$ cat src/rtl/hazard_pkg.sv
// Shared definitions for the hazard controller: FSM state encoding and
// default widths/limits. Used by hazard_ctrl and lu_detect.
package hazard_pkg;

    localparam int HAZARD_RA_W_DEF     = 5;
    localparam int HAZARD_MAX_WAIT_DEF = 15;

    // Encoding 2'd3 is deliberately unused; the FSM falls back to RUN from it.
    typedef enum logic [1:0] {
        ST_RUN      = 2'd0,
        ST_MEM_WAIT = 2'd1,
        ST_HALT     = 2'd2
    } hz_state_e;

endpackage

$ cat src/rtl/lu_detect.sv
// Load-use hazard comparator: flags an ID instruction that reads the register
// a load in EX is about to write. Register 0 never creates a hazard.
module lu_detect
    import hazard_pkg::*;
#(
    parameter int RA_W = HAZARD_RA_W_DEF
) (
    input  logic            ex_memread,
    input  logic [RA_W-1:0] ex_rt,
    input  logic [RA_W-1:0] id_rs,
    input  logic [RA_W-1:0] id_rt,
    input  logic            id_uses_rt,
    output logic            lu_hazard
);

    logic [RA_W-1:0] rs_match_bits;
    logic [RA_W-1:0] rt_match_bits;

    // Per-bit equality between the load destination and each ID source.
    generate
        for (genvar gi = 0; gi < RA_W; gi++) begin : g_cmp
            assign rs_match_bits[gi] = ~(ex_rt[gi] ^ id_rs[gi]);
            assign rt_match_bits[gi] = ~(ex_rt[gi] ^ id_rt[gi]);
        end
    endgenerate

    assign lu_hazard = ex_memread && (|ex_rt) &&
                       ((&rs_match_bits) || (id_uses_rt && (&rt_match_bits)));

endmodule

$ cat src/rtl/hazard_ctrl.sv
// Pipeline hazard controller: load-use stalls, branch/jump redirects,
// data-memory wait with timeout, and debug halt/resume.
// Optional performance counters (stall_cnt, flush_cnt) are built when the
// macro HAZARD_CTRL_PERF_EN is defined; otherwise those ports do not exist.
module hazard_ctrl
    import hazard_pkg::*;
#(
    parameter int RA_W     = HAZARD_RA_W_DEF,
    parameter int MAX_WAIT = HAZARD_MAX_WAIT_DEF
) (
    input  logic            clk,
    input  logic            reset,
    input  logic [RA_W-1:0] id_rs,
    input  logic [RA_W-1:0] id_rt,
    input  logic            id_uses_rt,
    input  logic            ex_memread,
    input  logic [RA_W-1:0] ex_rt,
    input  logic            branch,
    input  logic            jump,
    input  logic            dmem_busy,
    input  logic            halt_req,
    input  logic            resume,
    output logic            if_write,
    output logic            id_write,
    output logic            ex_write,
    output logic            mem_write,
    output logic            pc_redirect,
    output logic            ex_bubble,
    output logic [1:0]      state,
    output logic            halted,
`ifdef HAZARD_CTRL_PERF_EN
    output logic [31:0]     stall_cnt,
    output logic [31:0]     flush_cnt,
`endif
    output logic            timeout_err
);

    localparam int WC_W = (MAX_WAIT > 0) ? $clog2(MAX_WAIT + 1) : 1;

    hz_state_e       state_reg, state_next;
    logic [WC_W-1:0] wait_cnt_reg, wait_cnt_next;
    logic            timeout_err_reg, timeout_err_next;
    logic            lu_hazard;

    lu_detect #(.RA_W(RA_W)) u_lu_detect (
        .ex_memread (ex_memread),
        .ex_rt      (ex_rt),
        .id_rs      (id_rs),
        .id_rt      (id_rt),
        .id_uses_rt (id_uses_rt),
        .lu_hazard  (lu_hazard)
    );

    // State, wait counter and sticky timeout flag; reset aborts any state at once.
    always_ff @(posedge clk or negedge reset) begin
        if (!reset) begin
            state_reg       <= ST_RUN;
            wait_cnt_reg    <= '0;
            timeout_err_reg <= 1'b0;
        end else begin
            state_reg       <= state_next;
            wait_cnt_reg    <= wait_cnt_next;
            timeout_err_reg <= timeout_err_next;
        end
    end

    // Next state and pipeline controls. Outputs are forced safe while reset is low.
    // The cycle a halt request is accepted is frozen so no instruction slips past.
    always_comb begin
        state_next       = state_reg;
        wait_cnt_next    = wait_cnt_reg;
        timeout_err_next = timeout_err_reg;
        if_write         = 1'b0;
        id_write         = 1'b0;
        ex_write         = 1'b0;
        mem_write        = 1'b0;
        pc_redirect      = 1'b0;
        ex_bubble        = 1'b0;
        halted           = 1'b0;
        if (!reset) begin
            ex_bubble = 1'b1;
        end else begin
            case (state_reg)
                ST_RUN: begin
                    wait_cnt_next = '0;
                    if (dmem_busy) begin
                        state_next = ST_MEM_WAIT;
                    end else if (halt_req) begin
                        state_next = ST_HALT;
                    end else if (lu_hazard) begin
                        ex_bubble = 1'b1;
                        ex_write  = 1'b1;
                        mem_write = 1'b1;
                    end else begin
                        if_write    = 1'b1;
                        id_write    = 1'b1;
                        ex_write    = 1'b1;
                        mem_write   = 1'b1;
                        pc_redirect = branch || jump;
                    end
                end
                ST_MEM_WAIT: begin
                    if (!dmem_busy) begin
                        state_next    = ST_RUN;
                        wait_cnt_next = '0;
                    end else if (wait_cnt_reg == WC_W'(MAX_WAIT)) begin
                        state_next       = ST_HALT;
                        wait_cnt_next    = '0;
                        timeout_err_next = 1'b1;
                    end else begin
                        wait_cnt_next = wait_cnt_reg + WC_W'(1);
                    end
                end
                ST_HALT: begin
                    halted = 1'b1;
                    if (resume) begin
                        state_next = ST_RUN;
                    end
                end
                default: begin
                    state_next = ST_RUN;
                end
            endcase
        end
    end

    assign state       = state_reg;
    assign timeout_err = timeout_err_reg;

`ifdef HAZARD_CTRL_PERF_EN
    logic [31:0] stall_cnt_reg;
    logic [31:0] flush_cnt_reg;

    // Free-running event counters: frozen-fetch cycles outside HALT, and redirects.
    always_ff @(posedge clk or negedge reset) begin
        if (!reset) begin
            stall_cnt_reg <= '0;
            flush_cnt_reg <= '0;
        end else begin
            if (!if_write && (state_reg != ST_HALT)) begin
                stall_cnt_reg <= stall_cnt_reg + 32'd1;
            end
            if (pc_redirect) begin
                flush_cnt_reg <= flush_cnt_reg + 32'd1;
            end
        end
    end

    assign stall_cnt = stall_cnt_reg;
    assign flush_cnt = flush_cnt_reg;
`endif

endmodule

$ cat config.mk
export PLATFORM = sky130hd
export DESIGN_NAME = hazard_ctrl
export DESIGN_NICKNAME = d
export VERILOG_FILES = /design/src/rtl/hazard_pkg.sv /design/src/rtl/lu_detect.sv /design/src/rtl/hazard_ctrl.sv
export SDC_FILE = /design/constraint.sdc
export NUM_CORES = 1
export LEC_CHECK = 0
export CAP_MARGIN = 20
export CORE_UTILIZATION = 36
export CTS_CLUSTER_DIAMETER = 80
export DETAILED_ROUTE_END_ITERATION = 6
export PLACE_DENSITY = 0.81
export SYNTH_ARGS = -nofsm -noshare
export SYNTH_HDL_FRONTEND = slang
export SYNTH_HIERARCHICAL = 1
export SYNTH_SLANG_ARGS = --single-unit
$ cat constraint.sdc
create_clock -name clk -period 1.4 [get_ports clk]
set_input_delay 0.14 -clock clk [delete_from_list [all_inputs] [get_ports clk]]
set_output_delay 0.14 -clock clk [all_outputs]
set_load 0.005 [all_outputs]
==> metrics, run 1 <==
num ports=34; Avg Cell Area, Syn=8.837 µm²; kind of critical path=primary input to output port; Seq/Total Area, Yosys=0.3097; final setup vio count=6; PD cells=1037 mW/mm²; GRT Util Overall=0.2175; Ant. Diodes=0; DRC viols=0; Synth Register Bits=7; crit path capture type=output port; Yosys cell types=32; CTS buffer count=3; die height=41.64 µm; RSZ-0062 raised after global routing=yes; asr flop ratio synth=1.000; Main synth FF type=dfrtp_1; fin crit period=1637 ps; initial core utilization=0.4090; Crit Path Max Fanout=2; fin crit share=1.169; Hold Path Class=primary input to asynchronous set/reset pin; Post-synth EDFFs=0; Post-Synthesis Cell Area=565.5 µm²; vias in the first global route=672; Largest register FFs=4; Pins Over Slew Limit=0; first-pass GRT wire length=2856 µm; final number of hold-violating endpoints=0; share of cells above drive strength 1=0.4322; max_cap viols=0; most frequent cells after synthesis=dfrtp_1, xor2_1, nand2_1; Leakage=0.5363 nW; crit start category=primary input; CTS HTree Levels=1; top-area cell type share of the netlist area=0.3097; final net count=144; CTS root buf=clkbuf_4; Gate Count Post-Synth=64; ranking of synthesized cells by area=dfrtp_1, xor2_1, xnor2_1, nand2_1, o21ai_0; Wirelength per Cell=13.64 µm; Layout Skew=9.462 ps; Die ar.=0.001733 mm²; core area=0.001383 mm²; CTS clk-pin slew, worst paths=60 ps; DRT iter0 DRCs=6; chip width=41.64 µm; largest net degree at the start of global routing=13; initial antenna violation count=0; drt total wl=1814 µm; Max Buffers Root-to-Sink=2; status=finished with violations; num rows=13; Critical Path RT=1260 ps; CTS tree=done; Final Wtd Congestion=0.7978; biggest area consumer among synthesized cells=dfrtp_1; Overflow after GRT=0; area added between synthesis and finish=92.70%; relative slew slack=0.8337; worst-margin pin slew=247.4 ps; via count=685; port bufs=33; drt first pass iters=4; clock latency on the worst-skew pair=260 ps; Fin Hold WS=362.4 ps; vias per cell=5.150; Max Freq=611.0 MHz; dpl hpwl=1241 µm; FF-to-FF setup slack=10 ps; crit path DAT=1500 ps; setup_tns=-1109 ps; Peak VDD IR=0.6412 mV; Util after Layout=0.7882; ANT nets after route=0; Synthesized Nets=89; clock net sink count=7; yosys warns=6; min setup slack post-route=-236.7 ps; failing checks=negative setup slack
cells by family (layout without fill, tap and decap cells):
group | Yosys count | count (layout) | share of synthesized area
DFF | 7 | 7 | 0.3097
xor gates and xnor gates | 10 | 10 | 0.1549
buffers and inverters | 3 | 57 | 0.04645
AOI/OAI and AO/OA | 15 | 15 | 0.1792
and+or+nand+nor | 28 | 28 | 0.2876
adders and majority gates | 1 | 1 | 0.02212
critical path: stages:
cell	delay (ps)
buf_6	90
or4_4	530
o21ai_2	140
a21oi_2	50
buf_4	140
nor3_4	170
o21a_1	130
buf_2	100
per-stage QoR:
step	power, W	worst slack (ps)	area, µm²	std cells
floorplan	0.0005350	19.05	565.5	64
global placement	0.0008048	-901.4	985.9	122
detailed placement	0.0008201	-941.9	985.9	122
CTS	0.001057	-236.0	1065	130
global route	0.001212	-306.0	1090	133
finish	0.001131	-236.7	1090	133
path summary, 6_finish.rpt:
kind	startpoint	end	depth (start not counted)
max reg2reg	state[1]	wait_cnt_reg[3]	4
min in group clk	timeout_err	timeout_err	1
max in group asynchronous	reset	timeout_err	3
min reg2reg	timeout_err	timeout_err	1
max	ex_rt[2]	pc_redirect	8
min	reset	state[1]	3
timing repair:
action,4_1_cts,5_1_grt
pin swaps,12,9
setup endpoints to repair,9,11
gates resized for setup,73,11
setup buffers,4,3
cloned,0,0
hold buffers,0,0
per-layer routing:
layer / GRT usage / wire (µm) / vias up
met3: 0.05652 / 83 / 7
met1: 0.2418 / 738 / 328
met5: 0 / 0 / -
li1: - / - / 334
met2: 0.3781 / 945 / 16
met4: 0.1097 / 46 / 0
placed cells by master, fill, tap and decap left out, types with 2 or more instances in the layout:
cell             instances
buf_4                   15
clkdlybuf4s50_1         12
buf_6                    9
buf_2                    7
dfrtp_1                  7
nand2_1                  6
xor2_1                   6
nor2_1                   4
dlygate4sd2_1            4
nand3_1                  3
clkbuf_4                 3
clkbuf_2                 3
xnor2_1                  3
o21ai_0                  2
a22o_1                   2
or4_4                    2
o21ai_2                  2
dlymetal6s2s_1           2
area by class of cell:
type	count	area, µm²
flip-flops and latches	7	175.2
multi-input cells	54	415.4
well taps	15	18.77
repair buffers	53	454.2
clock buffers	4	26.28
fillers	102	292.8
power by group:
group	switching, W	internal (W)
registers	0.0000371	0.000254
clock network	0.0000773	0.000109
logic	0.000279	0.000374
Note: power is estimated with default switching activity, not from simulation.
==> inputs of run 2 (changes only) <==
Settings changed: CORE_UTILIZATION 36 to 39, PLACE_DENSITY 0.81 to 0.86.
Clock period 1.4 ns to 1.9 ns, I/O delays scaled along.
==> run 2 against run 1 <==
Against the previous run: the run now ends clean; clock power shrank 25%; first-iteration DRC count grew to 3.0 times the previous value; clock-buffer cell count stayed put; critical endpoint is now mem_write.
==> metrics, run 2 (synthesis gave the netlist of run 1 again) <==
Wirelength per Cell=14.61 µm; DP Worst Slack=-583.8 ps; Psw=0.0002572 W; clock latency on the worst-skew pair=250 ps; first-pass GRT wire length=2587 µm; Overflow after GRT=0; CTS buffer count=3; vias per cell=5.395; Final Wtd Congestion=0.7432; drt first pass iters=4; Max Buffers Root-to-Sink=2; die height=40.08 µm; clock share of power=0.191; ANT nets after route=0; worst-margin pin slew=237.2 ps; Critical Path RT=1710 ps; Crit Path Max Fanout=3; CTS root buf=clkbuf_4; Largest register FFs=4; Hold Path Class=primary input to asynchronous set/reset pin; fin crit period=1843 ps; commonest non-fill, non-tap cell in the layout=clkdlybuf4s50_1; final net count=135; Worst path most repeated cell=clkdlybuf4s50_1; buffers plus inverters on the worst setup path=2; share of cells above drive strength 1=0.2844; DRC viols=0; GRT Util Overall=0.2456; min setup slack post-route=56.81 ps; num ports=34; vias in the first global route=590; clock net sink count=7; final number of hold-violating endpoints=0; hold_buf cts=0; DRT iter0 DRCs=18; chip width=40.08 µm; switch share=0.3530; crit-path max cell delay=500 ps; internal power=0.0004714 W; drt total wl=1812 µm; relative slew slack=0.8405; status=finished clean; port bufs=33; most frequent cells in the layout=clkdlybuf4s50_1, buf_4, dlygate4sd2_1, dfrtp_1, xor2_1; cell family with the largest share of critical-path delay=buffers and inverters; Leakage=0.4933 nW; CP Cell Sequence=clkdlybuf4s50_1 -> or3_4 -> nor2_2 -> clkdlybuf4s50_1; Die ar.=0.001606 mm²; Max Freq=542.5 MHz; core area=0.001318 mm²; via count=669; R2R depth=4; fin crit share=0.9701; Comb power frac=0.501; area added between synthesis and finish=76.11%; final setup vio count=0; fraction of power consumed by sequential logic=0.309; initial antenna violation count=0; crit path DAT=1650 ps; Layout Skew=7.944 ps; num rows=13; Pins Over Slew Limit=0; CTS tree=done; crit start category=primary input; kind of critical path=primary input to output port; fin cells=124; max_cap viols=0; Ant. Diodes=0; CTS HTree Levels=1; Peak VDD IR=0.4735 mV; largest net degree at the start of global routing=14; crit path max-delay cell type=clkdlybuf4s50_1; PD cells=731.6 mW/mm²; CP Depth=4; initial core utilization=0.4292; crit path capture type=output port; placed cells=118; CTS clk-pin slew, worst paths=60 ps
==> run 2: changes by cell type in the layout (fill, tap and decap cells not counted), sizes merged <==
cell	before	now
clkdlybuf4s50	12	16
dlymetal6s2s	2	3
clkbuf	7	6
dlygate4sd2	4	7
buf	31	15
==> run 2: repair_timing <==
action | CTS | global route
hold endpoints to repair | 0 | 0
setup buffers | 2 | 0
gates resized for setup | 31 | 11
pin swaps | 9 | 9
setup endpoints to repair | 5 | 4
==> run 2: worst paths after layout <==
kind / slack, ps / start / endpoint
max reg2reg: 390 / state[1] / wait_cnt_reg[3]
max in group asynchronous: 1480 / reset / wait_cnt_reg[0]
min in group clk: 460 / timeout_err / timeout_err
max: 60 / dmem_busy / mem_write
min: 270 / reset / state[0]
min reg2reg: 460 / timeout_err / timeout_err
==> run 2: power by group through the flow <==
stage	Clock, W	Combinational, W	Sequential, W
after global placement	0	0.000344	0.000224
after floorplan	0	0.000161	0.000233
after global routing	0.000152	0.000397	0.000229
after detailed placement	0	0.000359	0.000226
final	0.000139	0.000365	0.000225
after CTS	0.000140	0.000363	0.000222
==> run 2: per-stage QoR <==
stage	area (µm²)	total power (W)	utilization	TNS [ps]	hold slack (ps)
floorplan	565.5	0.0003942	-	0	-105.6
global placement	955.9	0.0005679	0.7255	-1881	442.2
detailed placement	955.9	0.0005848	0.7255	-2060	446.5
CTS	994.7	0.0007248	0.7550	0	274.7
global route	996.0	0.0007779	0.7559	-0.7284	286.9
finish	996.0	0.0007287	0.7559	0	269.4
==> run 2: final cells by class <==
class,instances,area (µm²)
Multi-Input combinational cell,54,390.4
Tap cell,15,18.77
Timing Repair Buffer,44,385.4
Clock buffer,4,26.28
Fill cell,99,321.6
Sequential cell,7,175.2
==> run 2: layer usage <==
metal	vias up	wire length, µm	global-route usage
li1	322	-	-
met1	301	703	0.2749
met2	38	983	0.4677
met3	8	91	0.02222
met4	0	34	0.09483
met5	-	0	0
